--- config.mk ---
export PLATFORM = sky130hd
export DESIGN_NAME = digital_clk_set_ctrl
export DESIGN_NICKNAME = d
export VERILOG_FILES = /design/src/rtl/digital_clk_set_ctrl.sv
export SDC_FILE = /design/constraint.sdc
export NUM_CORES = 1
export LEC_CHECK = 0
export BUFFER_PORTS_ARGS = -buffer_cell sky130_fd_sc_hd__buf_2
export CORE_ASPECT_RATIO = 1.75
export CORE_MARGIN = 4
export CORE_UTILIZATION = 30
export CTS_BUF_LIST = sky130_fd_sc_hd__clkbuf_16
export CTS_CLUSTER_SIZE = 10
export DETAILED_ROUTE_END_ITERATION = 16
export HOLD_SLACK_MARGIN = 0.1
export PLACE_DENSITY = 0.58
export SETUP_SLACK_MARGIN = 0.1
export SLEW_MARGIN = 20
export SYNTH_ARGS = -nofsm -noshare
export SYNTH_HDL_FRONTEND = slang
export SYNTH_SLANG_ARGS = --single-unit
--- constraint.sdc ---
create_clock -name clk_i -period 3.6 [get_ports clk_i]
set_input_delay 0.18 -clock clk_i [delete_from_list [all_inputs] [get_ports clk_i]]
set_output_delay 0.18 -clock clk_i [all_outputs]
set_load 0.1 [all_outputs]
--- src/rtl/digital_clk_set_ctrl.sv ---
// Time-set controller: captures live time into shadow registers, lets the user
// edit hour/minute/second with wrap-around, then strobes the clock's load input.
module digital_clk_set_ctrl #(
    parameter int LOAD_CYCLES = 2,
    parameter int TIMEOUT     = 30000,
    parameter int BLINK_HALF  = 250
) (
    input  logic       clk_i,
    input  logic       reset_i,
    input  logic       mode_btn_i,
    input  logic       inc_btn_i,
    input  logic       dec_btn_i,
    input  logic [4:0] cur_hour_i,
    input  logic [5:0] cur_min_i,
    input  logic [5:0] cur_sec_i,
    output logic [4:0] hour_set_o,
    output logic [5:0] min_set_o,
    output logic [5:0] sec_set_o,
    output logic       load_n_o,
    output logic [2:0] state_o,
    output logic       blink_o
);

    typedef enum logic [2:0] {
        S_RUN      = 3'd0,
        S_SET_HOUR = 3'd1,
        S_SET_MIN  = 3'd2,
        S_SET_SEC  = 3'd3,
        S_LOAD     = 3'd4
    } state_t;

    localparam int TO_W = $clog2(TIMEOUT);
    localparam int BL_W = $clog2(BLINK_HALF + 1);
    localparam int LD_W = 4;

    localparam logic [TO_W-1:0] TO_LAST = TO_W'(TIMEOUT - 1);
    localparam logic [BL_W-1:0] BL_LAST = BL_W'(BLINK_HALF - 1);
    localparam logic [LD_W-1:0] LD_LAST = LD_W'(LOAD_CYCLES - 1);

    state_t            state_reg, state_next;
    logic [TO_W-1:0]   to_cnt_reg, to_cnt_next;
    logic [BL_W-1:0]   bl_cnt_reg, bl_cnt_next;
    logic [LD_W-1:0]   ld_cnt_reg, ld_cnt_next;
    logic              blink_reg, blink_next;
    logic              load_n_reg, load_n_next;

    logic [5:0]        shadow_reg  [3];
    logic [5:0]        shadow_next [3];
    logic [5:0]        cur_val     [3];
    logic [2:0]        sel_en;
    logic              capture;
    logic              edit_inc;
    logic              edit_dec;

    assign cur_val[0] = {1'b0, cur_hour_i};
    assign cur_val[1] = cur_min_i;
    assign cur_val[2] = cur_sec_i;

    assign capture  = (state_reg == S_RUN) && mode_btn_i;
    // Mode always wins; simultaneous inc+dec cancels the edit.
    assign edit_inc = inc_btn_i && !dec_btn_i && !mode_btn_i;
    assign edit_dec = dec_btn_i && !inc_btn_i && !mode_btn_i;

    assign sel_en = {state_reg == S_SET_SEC, state_reg == S_SET_MIN, state_reg == S_SET_HOUR};

    // Index 0 is hour (0..23), 1 and 2 are minute/second (0..59).
    genvar gi;
    generate
        for (gi = 0; gi < 3; gi++) begin : g_field
            localparam logic [5:0] MAX_V = (gi == 0) ? 6'd23 : 6'd59;

            assign shadow_next[gi] =
                capture                   ? ((cur_val[gi] > MAX_V) ? MAX_V : cur_val[gi]) :
                (sel_en[gi] && edit_inc)  ? ((shadow_reg[gi] == MAX_V) ? 6'd0 : shadow_reg[gi] + 6'd1) :
                (sel_en[gi] && edit_dec)  ? ((shadow_reg[gi] == 6'd0) ? MAX_V : shadow_reg[gi] - 6'd1) :
                                            shadow_reg[gi];
        end
    endgenerate

    always_comb begin
        state_next  = state_reg;
        to_cnt_next = to_cnt_reg;
        bl_cnt_next = bl_cnt_reg;
        ld_cnt_next = ld_cnt_reg;
        blink_next  = blink_reg;
        load_n_next = 1'b1;

        case (state_reg)
            S_RUN: begin
                blink_next  = 1'b0;
                bl_cnt_next = '0;
                if (mode_btn_i) begin
                    state_next  = S_SET_HOUR;
                    to_cnt_next = '0;
                    blink_next  = 1'b1;
                end
            end

            S_SET_HOUR, S_SET_MIN, S_SET_SEC: begin
                if (mode_btn_i) begin
                    to_cnt_next = '0;
                    bl_cnt_next = '0;
                    if (state_reg == S_SET_SEC) begin
                        state_next  = S_LOAD;
                        ld_cnt_next = '0;
                        load_n_next = 1'b0;
                        blink_next  = 1'b0;
                    end else begin
                        state_next = (state_reg == S_SET_HOUR) ? S_SET_MIN : S_SET_SEC;
                        blink_next = 1'b1;
                    end
                end else begin
                    if (bl_cnt_reg == BL_LAST) begin
                        bl_cnt_next = '0;
                        blink_next  = !blink_reg;
                    end else begin
                        bl_cnt_next = bl_cnt_reg + 1'b1;
                    end

                    // Any button activity, even a cancelled inc+dec, keeps the edit alive.
                    if (inc_btn_i || dec_btn_i) begin
                        to_cnt_next = '0;
                    end else if (to_cnt_reg == TO_LAST) begin
                        state_next  = S_RUN;
                        blink_next  = 1'b0;
                        bl_cnt_next = '0;
                    end else begin
                        to_cnt_next = to_cnt_reg + 1'b1;
                    end
                end
            end

            S_LOAD: begin
                if (ld_cnt_reg == LD_LAST) begin
                    state_next = S_RUN;
                end else begin
                    ld_cnt_next = ld_cnt_reg + 1'b1;
                    load_n_next = 1'b0;
                end
            end

            default: begin
                state_next = S_RUN;
                blink_next = 1'b0;
            end
        endcase
    end

    always_ff @(posedge clk_i or negedge reset_i) begin
        if (!reset_i) begin
            state_reg  <= S_RUN;
            to_cnt_reg <= '0;
            bl_cnt_reg <= '0;
            ld_cnt_reg <= '0;
            blink_reg  <= 1'b0;
            load_n_reg <= 1'b1;
            for (int i = 0; i < 3; i++) begin
                shadow_reg[i] <= '0;
            end
        end else begin
            state_reg  <= state_next;
            to_cnt_reg <= to_cnt_next;
            bl_cnt_reg <= bl_cnt_next;
            ld_cnt_reg <= ld_cnt_next;
            blink_reg  <= blink_next;
            load_n_reg <= load_n_next;
            for (int i = 0; i < 3; i++) begin
                shadow_reg[i] <= shadow_next[i];
            end
        end
    end

    assign hour_set_o = shadow_reg[0][4:0];
    assign min_set_o  = shadow_reg[1];
    assign sec_set_o  = shadow_reg[2];
    assign load_n_o   = load_n_reg;
    assign state_o    = state_reg;
    assign blink_o    = blink_reg;

endmodule

* After elaboration in Yosys (flattened, before gate mapping) *
Index checks and enable logic that the tools add are counted.

word-level totals
  flip-flop bits (word level) = 50
  memory bits (writable) = 0
  memories = 0
  ROM bits = 0
  latch bits = 0
  output and inout bits = 22

operators by class
  $add $sub $neg = 9
  divide/modulo/power cells = 0
  shift operators = 0
  equality and inequality tests = 18
  muxes and demuxes = 50
  reduce and logical (&&, ||, !) cells = 29
  magnitude comparators = 3
  multipliers = 0
  bitwise operators = 0

operators by type and width
  cell                     count
  $mux W6                  17
  $mux W15                 4
  $mux W8                  4
  $pmux W15 S2             1
  $add A6 B1 Y6 const B    3
  $logic_not A6 Y1         3
  $mux W3                  6
  $sub A6 B1 Y6 const B    3
  $pmux W8 S2              1
  $add A15 B1 Y15 const B  1
  $eq A15 B15 Y1 const B   1
  $eq A6 B6 Y1 const B     2
  $gt A6 B6 Y1 const B     2
  $mux W4                  3
  $logic_and A1 B1 Y1      11
  $ne A2 B2 Y1 const B     5
  $mux W1                  9
  $pmux W3 S3              1
  $reduce_bool A3 Y1       3
  $add A8 B1 Y8 const B    1
  $eq A8 B8 Y1 const B     1
  $pmux W4 S2              1
  $reduce_and A4 Y1        2
  $eq A3 B2 Y1 const B     2
  other kinds (17)         22

* Depth between registers and ports, before layout *
Gate-level depths: netlist of the first run.

  word-level depth = 7
  depth in mapped cells = 7
  gate-level depth less buffers = 7

* Worst setup path after synthesis of the first run *
OpenSTA, ideal clock, no wires.

  path kind = flip-flop to flip-flop
  from = register state_reg[0] (netlist: state_o[0])
  to = register shadow_reg (netlist bit hour_set_o[2])
  cell stages (with the launch flop) = 8
  setup slack = 1.237 ns
  clock period less this slack = 2.363 ns
  arrival time = 2.281 ns
  setup time = 0.082 ns
  cells stage by stage = dfrtp_1 > buf_4 > nor4b_4 > and2_1 > buf_4 > nor3_1 > or3_1 > a31oi_1

on the way
  longest elaborated chain between the ends = 4

RTL lines
  element                          line  source
  from (decl)                      40    state_t state_reg, state_next;
  from (signal assigned)           161   state_reg <= state_next;
  $eq A3 B1 Y1                     64    assign sel_en = {state_reg == S_SET_SEC, state_reg == S_SET_MIN, state_reg == S_SET_HOUR};
  $logic_and A1 B1 Y1              74    (sel_en[gi] && edit_inc) ? ((shadow_reg[gi] == MAX_V) ? 6'd0 : shadow_reg[gi] + 6'd1) :
  $mux W6                          74
  $mux W6                          73    capture ? ((cur_val[gi] > MAX_V) ? MAX_V : cur_val[gi]) :
  to (signal, indexed assignment)  168   shadow_reg[i] <= shadow_next[i];
  to (decl)                        47    logic [5:0] shadow_reg [3];

Several ways; a longest one is shown, not always the timed one.
A chain may end at the register's enable or synchronous reset.

* Final worst setup path of the first run *
  from = register to_cnt_reg[1]
  to = register to_cnt_reg[14]

on the way
  longest elaborated chain between the ends = 5

RTL lines
  element                 line  source
  from (decl)             41    logic [TO_W-1:0] to_cnt_reg, to_cnt_next;
  from (signal assigned)  162   to_cnt_reg <= to_cnt_next;
  $add A15 B1 Y15         128   to_cnt_next = to_cnt_reg + 1'b1;
  $mux W15                123   end else if (to_cnt_reg == TO_LAST) begin
  $mux W15                121   if (inc_btn_i || dec_btn_i) begin
  $mux W15                100   if (mode_btn_i) begin
  $pmux W15 S2            88    case (state_reg)

Several ways; a longest one is shown, not always the timed one. The select of a mux whose other input is x is not followed.

==> run summary, run 1 <==
## Outcome
- complete, no violations — run status

## Critical path
- 1180 ps — FF-to-FF setup slack
- to_cnt_reg[14]$_DFFE_PN0P_ — Critical R2R Capture
- 3810 ps — required time of the critical path
- 6 — number of cells on the worst reg-to-reg path
- flop — Critical Path Start Type
- flop to flop — category of the critical setup timing path
- 2630 ps — arrival time of data at the critical path endpoint
- 12 — largest fanout on the critical path
- flop — endpoint kind of the worst setup timing path
- to_cnt_reg[1]$_DFFE_PN0P_ — worst reg2reg startpoint

## Yosys
- 0 — yosys warns
- 0.3383 — post-synthesis sequential area ratio
- 3702 sq um — Post-Synthesis Cell Area
- 480 — Post-Syn Nets
- dfrtp_1 (33%), o21ai_0 (5.5%), ha_1 (4.7%) — most area-consuming cells after synthesis
- 8.339 sq um — Avg Inst Size Synth
- 1.000 — asr flop ratio synth
- dfrtp_1 — dominant synthesized flop cell
- 50 — synthesized flop and latch total
- 0 — number of enable flip-flop cells after synthesis
- 0.3312 — portion of synthesized cell area occupied by the leading cell type
- 444 — count of mapped cells out of synthesis
- 66 — distinct cell type count of the synthesized netlist
- dfrtp_1 — cell type with the largest total area after synthesis

## Finish
- 0.3412 — Final Util
- 1253 — filler cell count
- 15 — max FFs per register
- 11.22% — area added between synthesis and finish
- 498 — Nets
- 0.1469 — fraction of final layout cells sized beyond drive strength 1
- 0 — antenna cell count

## Hold path
- hour_set_o[1]$_DFFE_PN0P_ — WHS Endpoint
- 3 — Hold Path Depth
- cur_hour_i[1] — hold path startpoint
- primary input to flop — type of the worst min-delay path

## Power
- 3.746 mW — final total power
- 909.6 nW/um^2 — P per Cell Area
- 1.681 nW — Leakage
- 0.0002281 V — worst IR drop on VDD

## Clocking
- 2 — maximum level of the CTS H-tree
- done — TritonCTS clock tree
- 50 — total clock sinks
- 0 — Post-CTS Repair Setup Buffers
- 290 ps — clk_lat worst skew
- 5 — cts bufs inserted
- clkbuf_16 — clock root buffer
- 2 — number of buffers on the longest clock path
- 70 ps — clock edge transition at the registers on the reported setup and hold paths

## Global route
- 0.2653 — grt met2 use
- 27 — largest net degree at the start of global routing
- 0 — global route total overflow
- 3295 — number of global-route vias before repair
- 0.01984 — global-route track usage on met3
- 0.1398 — global-route usage over all layers
- 0.1554 — met1 track demand over resource in global routing
- 16.37 mm — first-pass GRT wire length
- 0 — number of antenna violations at the first check in global routing
- met2 — most heavily used metal layer in global routing

## Floorplanning
- 53 — row cnt
- 91.98 microns — die outline width
- 44 — boundary pin count
- 12070 sq um — area of the placeable core
- 155.0 microns — height of the chip
- 0.3068 — initial standard-cell utilization of the core
- 14250 sq um — Total Die Area

## Timing
- 0 ps — accumulated negative setup slack
- 413.8 MHz — Peak Freq
- 0.4277 — worst rel slew slack
- 0 — count of final setup violators
- 2417 ps — minimum clock period
- 169.6 ps — Hold Slack
- 858.5 ps — Tightest Pin Transition
- 3.561 ps — Max Clock Skew
- false — RSZ-0062 raised after global routing
- 0 — Max Transition Viols Final
- 0 — Final Hold Fails
- 0.6713 — share of the clock period used by the worst path

## Run
- 0 — # Max-Cap Violations

## Drt
- 0 — antenna-violating nets left
- 5 — count of TritonRoute iterations in the first routing pass
- 9.708 mm — total length of routed wires
- 152 — initial DRC count
- 0 — drc violations
- 5.422 — Via density
- 3405 — via count
- 15.46 microns — Wirelength per Cell

## Place
- 43 — Port Buffers
- 0.8676 — last weighted congestion value of the routability-driven placer
- 7.128 mm — half-perimeter wire length of the detailed placement result

==> layout make-up <==
class                      count  area, sq um  share of cell area
clock buffer                   5        125.1             0.03039
clock inverter                 3        63.81             0.01550
inverter                      18        67.56             0.01641
multi-input combinational    340         2155              0.5232
sequential                    50         1252              0.3042
tap                          165        206.4             0.05014
timing repair buffer          47        247.7             0.06016
==> per-stage QoR <==
stage	setup slack [ps]	cell area (sq um)	instances
after floorplan	1237	3702	444
after global placement	1373	3919	619
after detailed placement	1267	3919	619
after CTS	1242	4118	628
after global routing	995.2	4118	628
final	1183	4118	628
==> worst max path at each step <==
stage / start / end / slack (ps) / cells after the start
finish: to_cnt_reg[1]$_DFFE_PN0P_ / to_cnt_reg[14]$_DFFE_PN0P_ / 1180 / 6
global route: to_cnt_reg[0]$_DFFE_PN0P_ / to_cnt_reg[8]$_DFFE_PN0P_ / 1000 / 6
CTS: to_cnt_reg[0]$_DFFE_PN0P_ / to_cnt_reg[14]$_DFFE_PN0P_ / 1240 / 6
detailed placement: to_cnt_reg[1]$_DFFE_PN0P_ / to_cnt_reg[3]$_DFFE_PN0P_ / 1270 / 6
global placement: to_cnt_reg[0]$_DFFE_PN0P_ / to_cnt_reg[13]$_DFFE_PN0P_ / 1370 / 6
floorplan: state_o[0]$_DFFE_PN0P_ / hour_set_o[2]$_DFFE_PN0P_ / 1240 / 7
==> cells in the final DEF (no fill, tap or decap), types with 7 or more instances in the layout <==
master and count:
nand2_1 45, a21oi_1 18, nand3_1 23, nor3_1 11, or3_1 8, nand4_1 14
xnor2_1 8, xor2_1 7, nor2_1 32, a31oi_1 17, o21ai_0 41, inv_1 18
nor2b_1 9, dfrtp_1 49, ha_1 14, buf_2 43
==> per-layer routing <==
metal  vias up  part of all wire
met5         -                 0
li1       1647                 -
met1      1647              0.40
met2        97              0.54
met3        14             0.044
met4         0             0.019
==> Yosys cell counts (all sizes together), types with 3 or more instances <==
master,count
a21o,5
o31ai,5
nor3,11
nor4b,3
a41oi,3
clkbuf,3
xor2,7
o21ai,45
a21oi,18
a22oi,3
buf,33
ha,14
a31oi,17
nor2b,11
dfrtp,49
nor4,7
o22ai,5
and2,4
or3,8
nor2,32
nor3b,3
inv,18
nand4,14
xnor2,8
nand2,45
nand2b,5
nand3,24
a221oi,4
and3,3
==> report_power, final <==
| part | total [mW] | internal [mW] | switching, mW |
|---|---|---|---|
| Clock | 0.605 | 0.396 | 0.209 |
| Sequential | 1.04 | 0.707 | 0.331 |
| Combinational | 2.10 | 0.582 | 1.52 |
==> repair_timing <==
action / 4_1_cts / 5_1_grt
resized for setup: 0 / 0
endpoints found under the hold margin: 23 / 0
hold buffers: 1 / 0
==> kinds of logic after synthesis <==
family / after synthesis / synth area share
flip-flops: 50 / 0.3383
buffers and inverters: 54 / 0.07975
AND/OR/NAND/NOR: 182 / 0.2687
multiplexers: 3 / 0.008786
AO/OA/AOI/OAI: 126 / 0.2217
adder cells (fa/ha/maj): 14 / 0.04731
XOR/XNOR: 15 / 0.03549
==> worst max-delay path, cell delays in order (launching register included) <==
cell     delay [ps]
dfrtp_1         420
ha_1            250
and4_1          250
nand4_1         260
a21oi_1         780
o21ai_0         250
o21ai_0         130
No activity file was read; power rests on OpenSTA's default activity.
==> run 2, diff against run 1 <==
Clock period 3.6 ns to 2.3 ns, I/O delays scaled along.
==> run 2 against run 1 <==
Fmax is 23% higher. Sequential share of layout area is 0.28 points lower. Sequential power is 53% higher. Critical path type unchanged. Wire length is 1.9% lower. Highest routed layer unchanged.
==> run summary, run 2 (synthesis results as in run 1) <==
## Hold path
- 3 — Hold Path Depth
- primary input to flop — type of the worst min-delay path

## Critical path
- flop to flop — category of the critical setup timing path
- flop — Critical Path Start Type
- 8 — largest fanout on the critical path
- 4 — number of cells on the worst reg-to-reg path
- 2140 ps — arrival time of data at the critical path endpoint
- 2480 ps — required time of the critical path
- flop — endpoint kind of the worst setup timing path

## Timing
- 508.7 MHz — Peak Freq
- 0 ps — accumulated negative setup slack
- 643.8 ps — Tightest Pin Transition
- 1966 ps — minimum clock period
- 0.5668 — worst rel slew slack
- false — RSZ-0062 raised after global routing
- 334.3 ps — least setup slack across all paths after layout
- 6.316 ps — Max Clock Skew
- 0 — Final Hold Fails
- 0.8546 — share of the clock period used by the worst path
- 0 — Max Transition Viols Final
- 0 — count of final setup violators

## Global route
- 0 — number of antenna violations at the first check in global routing
- 0 — global route total overflow
- 0.1363 — global-route usage over all layers
- 3360 — number of global-route vias before repair
- 32 — largest net degree at the start of global routing
- 16.09 mm — first-pass GRT wire length

## Floorplanning
- 14250 sq um — Total Die Area
- 0.3068 — initial standard-cell utilization of the core
- 12070 sq um — area of the placeable core
- 91.98 microns — die outline width
- 44 — boundary pin count
- 155.0 microns — height of the chip
- 53 — row cnt

## Clocking
- 300 ps — clk_lat worst skew
- 2 — maximum level of the CTS H-tree
- 2 — number of buffers on the longest clock path
- done — TritonCTS clock tree
- 0 — Post-CTS Repair Setup Buffers
- 50 — total clock sinks
- 70 ps — clock edge transition at the registers on the reported setup and hold paths
- 5 — cts bufs inserted
- clkbuf_16 — clock root buffer

## Finish
- 12.61% — area added between synthesis and finish
- 0.1716 — fraction of final layout cells sized beyond drive strength 1
- 0.3454 — Final Util
- 15 — max FFs per register
- dfrtp_1 — most frequent standard cell in the layout excluding fill and tap cells
- 637 — filler-free cell count of the finished design
- dfrtp_1 (46), nand2_1 (45), buf_2 (43) — commonest cells after routing, fill and taps aside
- 507 — Nets
- 0 — antenna cell count

## Place
- 628 — DP Cell Count
- 337.0 ps — minimum setup slack after placement
- 43 — Port Buffers
- 0.8637 — last weighted congestion value of the routability-driven placer
- 7.142 mm — half-perimeter wire length of the detailed placement result

## Outcome
- complete, no violations — run status

## Run
- 0 — # Max-Cap Violations

## Drt
- 5.327 — Via density
- 3393 — via count
- 4 — count of TritonRoute iterations in the first routing pass
- 0 — antenna-violating nets left
- 0 — drc violations
- 9.519 mm — total length of routed wires
- 14.94 microns — Wirelength per Cell
- 201 — initial DRC count

## Power
- 1399 nW/um^2 — P per Cell Area
- 1.714 nW — Leakage
- 0.0002999 V — worst IR drop on VDD
- 5.833 mW — final total power

## run 2: cell types whose count changed in the layout (fill, tap and decap cells not counted)
cell | before | now
dfrtp_1 | 49 | 46
clkinv_1 | 1 | 0
buf_4 | 3 | 12
dfrtp_2 | 0 | 3
inv_6 | 0 | 1
bufinv_16 | 2 | 1
clkinv_2 | 0 | 1
## run 2: worst paths after layout
check                                      startpoint                          to  slack, ps
setup / recovery            to_cnt_reg[7]$_DFFE_PN0P_   to_cnt_reg[0]$_DFFE_PN0P_        330
hold / removal                          cur_hour_i[1]   hour_set_o[1]$_DFFE_PN0P_        110
setup reg to reg            to_cnt_reg[7]$_DFFE_PN0P_   to_cnt_reg[0]$_DFFE_PN0P_        330
hold reg to reg            to_cnt_reg[14]$_DFFE_PN0P_  to_cnt_reg[14]$_DFFE_PN0P_        480
max in group asynchronous                     reset_i      state_o[1]$_DFFE_PN0P_       1150
min in group asynchronous                     reset_i    sec_set_o[4]$_DFFE_PN0P_        300
## run 2: critical path: stages (launching register included)
cell and delay (ps):
dfrtp_1 450, nor4bb_1 420, nand4_1 320, and2_1 340, mux2_2 300
## run 2: per-layer routing
metal  GRT usage  up-vias  wire length, microns
met4     0.06166        0                   218
met1      0.1573     1633                  3931
met2      0.2458       71                  5049
met5           0        -                     0
met3     0.01984       19                   320
li1            -     1670                     -
## run 2: per-stage QoR
step / cell area (sq um) / hold slack [ps]
after global routing: 4169 / 126.0
after CTS: 4169 / 108.6
after floorplan: 3706 / -180.6
final: 4169 / 109.9
after global placement: 3990 / 90.89
after detailed placement: 3990 / 93.54
## run 2: layout make-up
type / count / area (sq um)
Fill cell: 1259 / 7900
Multi-Input combinational cell: 340 / 2155
Sequential cell: 50 / 1256
Timing Repair Buffer: 56 / 315.3
Tap cell: 165 / 206.4
Clock buffer: 5 / 125.1
Inverter: 18 / 67.56
Clock inverter: 3 / 43.79
## run 2: power by group
| group | switching, mW | total, mW | internal, mW |
|---|---|---|---|
| combinational | 2.41 | 3.37 | 0.964 |
| clock | 0.355 | 0.871 | 0.516 |
| sequential | 0.479 | 1.59 | 1.11 |
| total | 3.24 | 5.83 | 2.59 |
## run 2: what timing repair did
action                                 4_1_cts  5_1_grt
endpoints found under the hold margin       18        0
hold buffers                                 1        0
gates resized for setup                      0        0
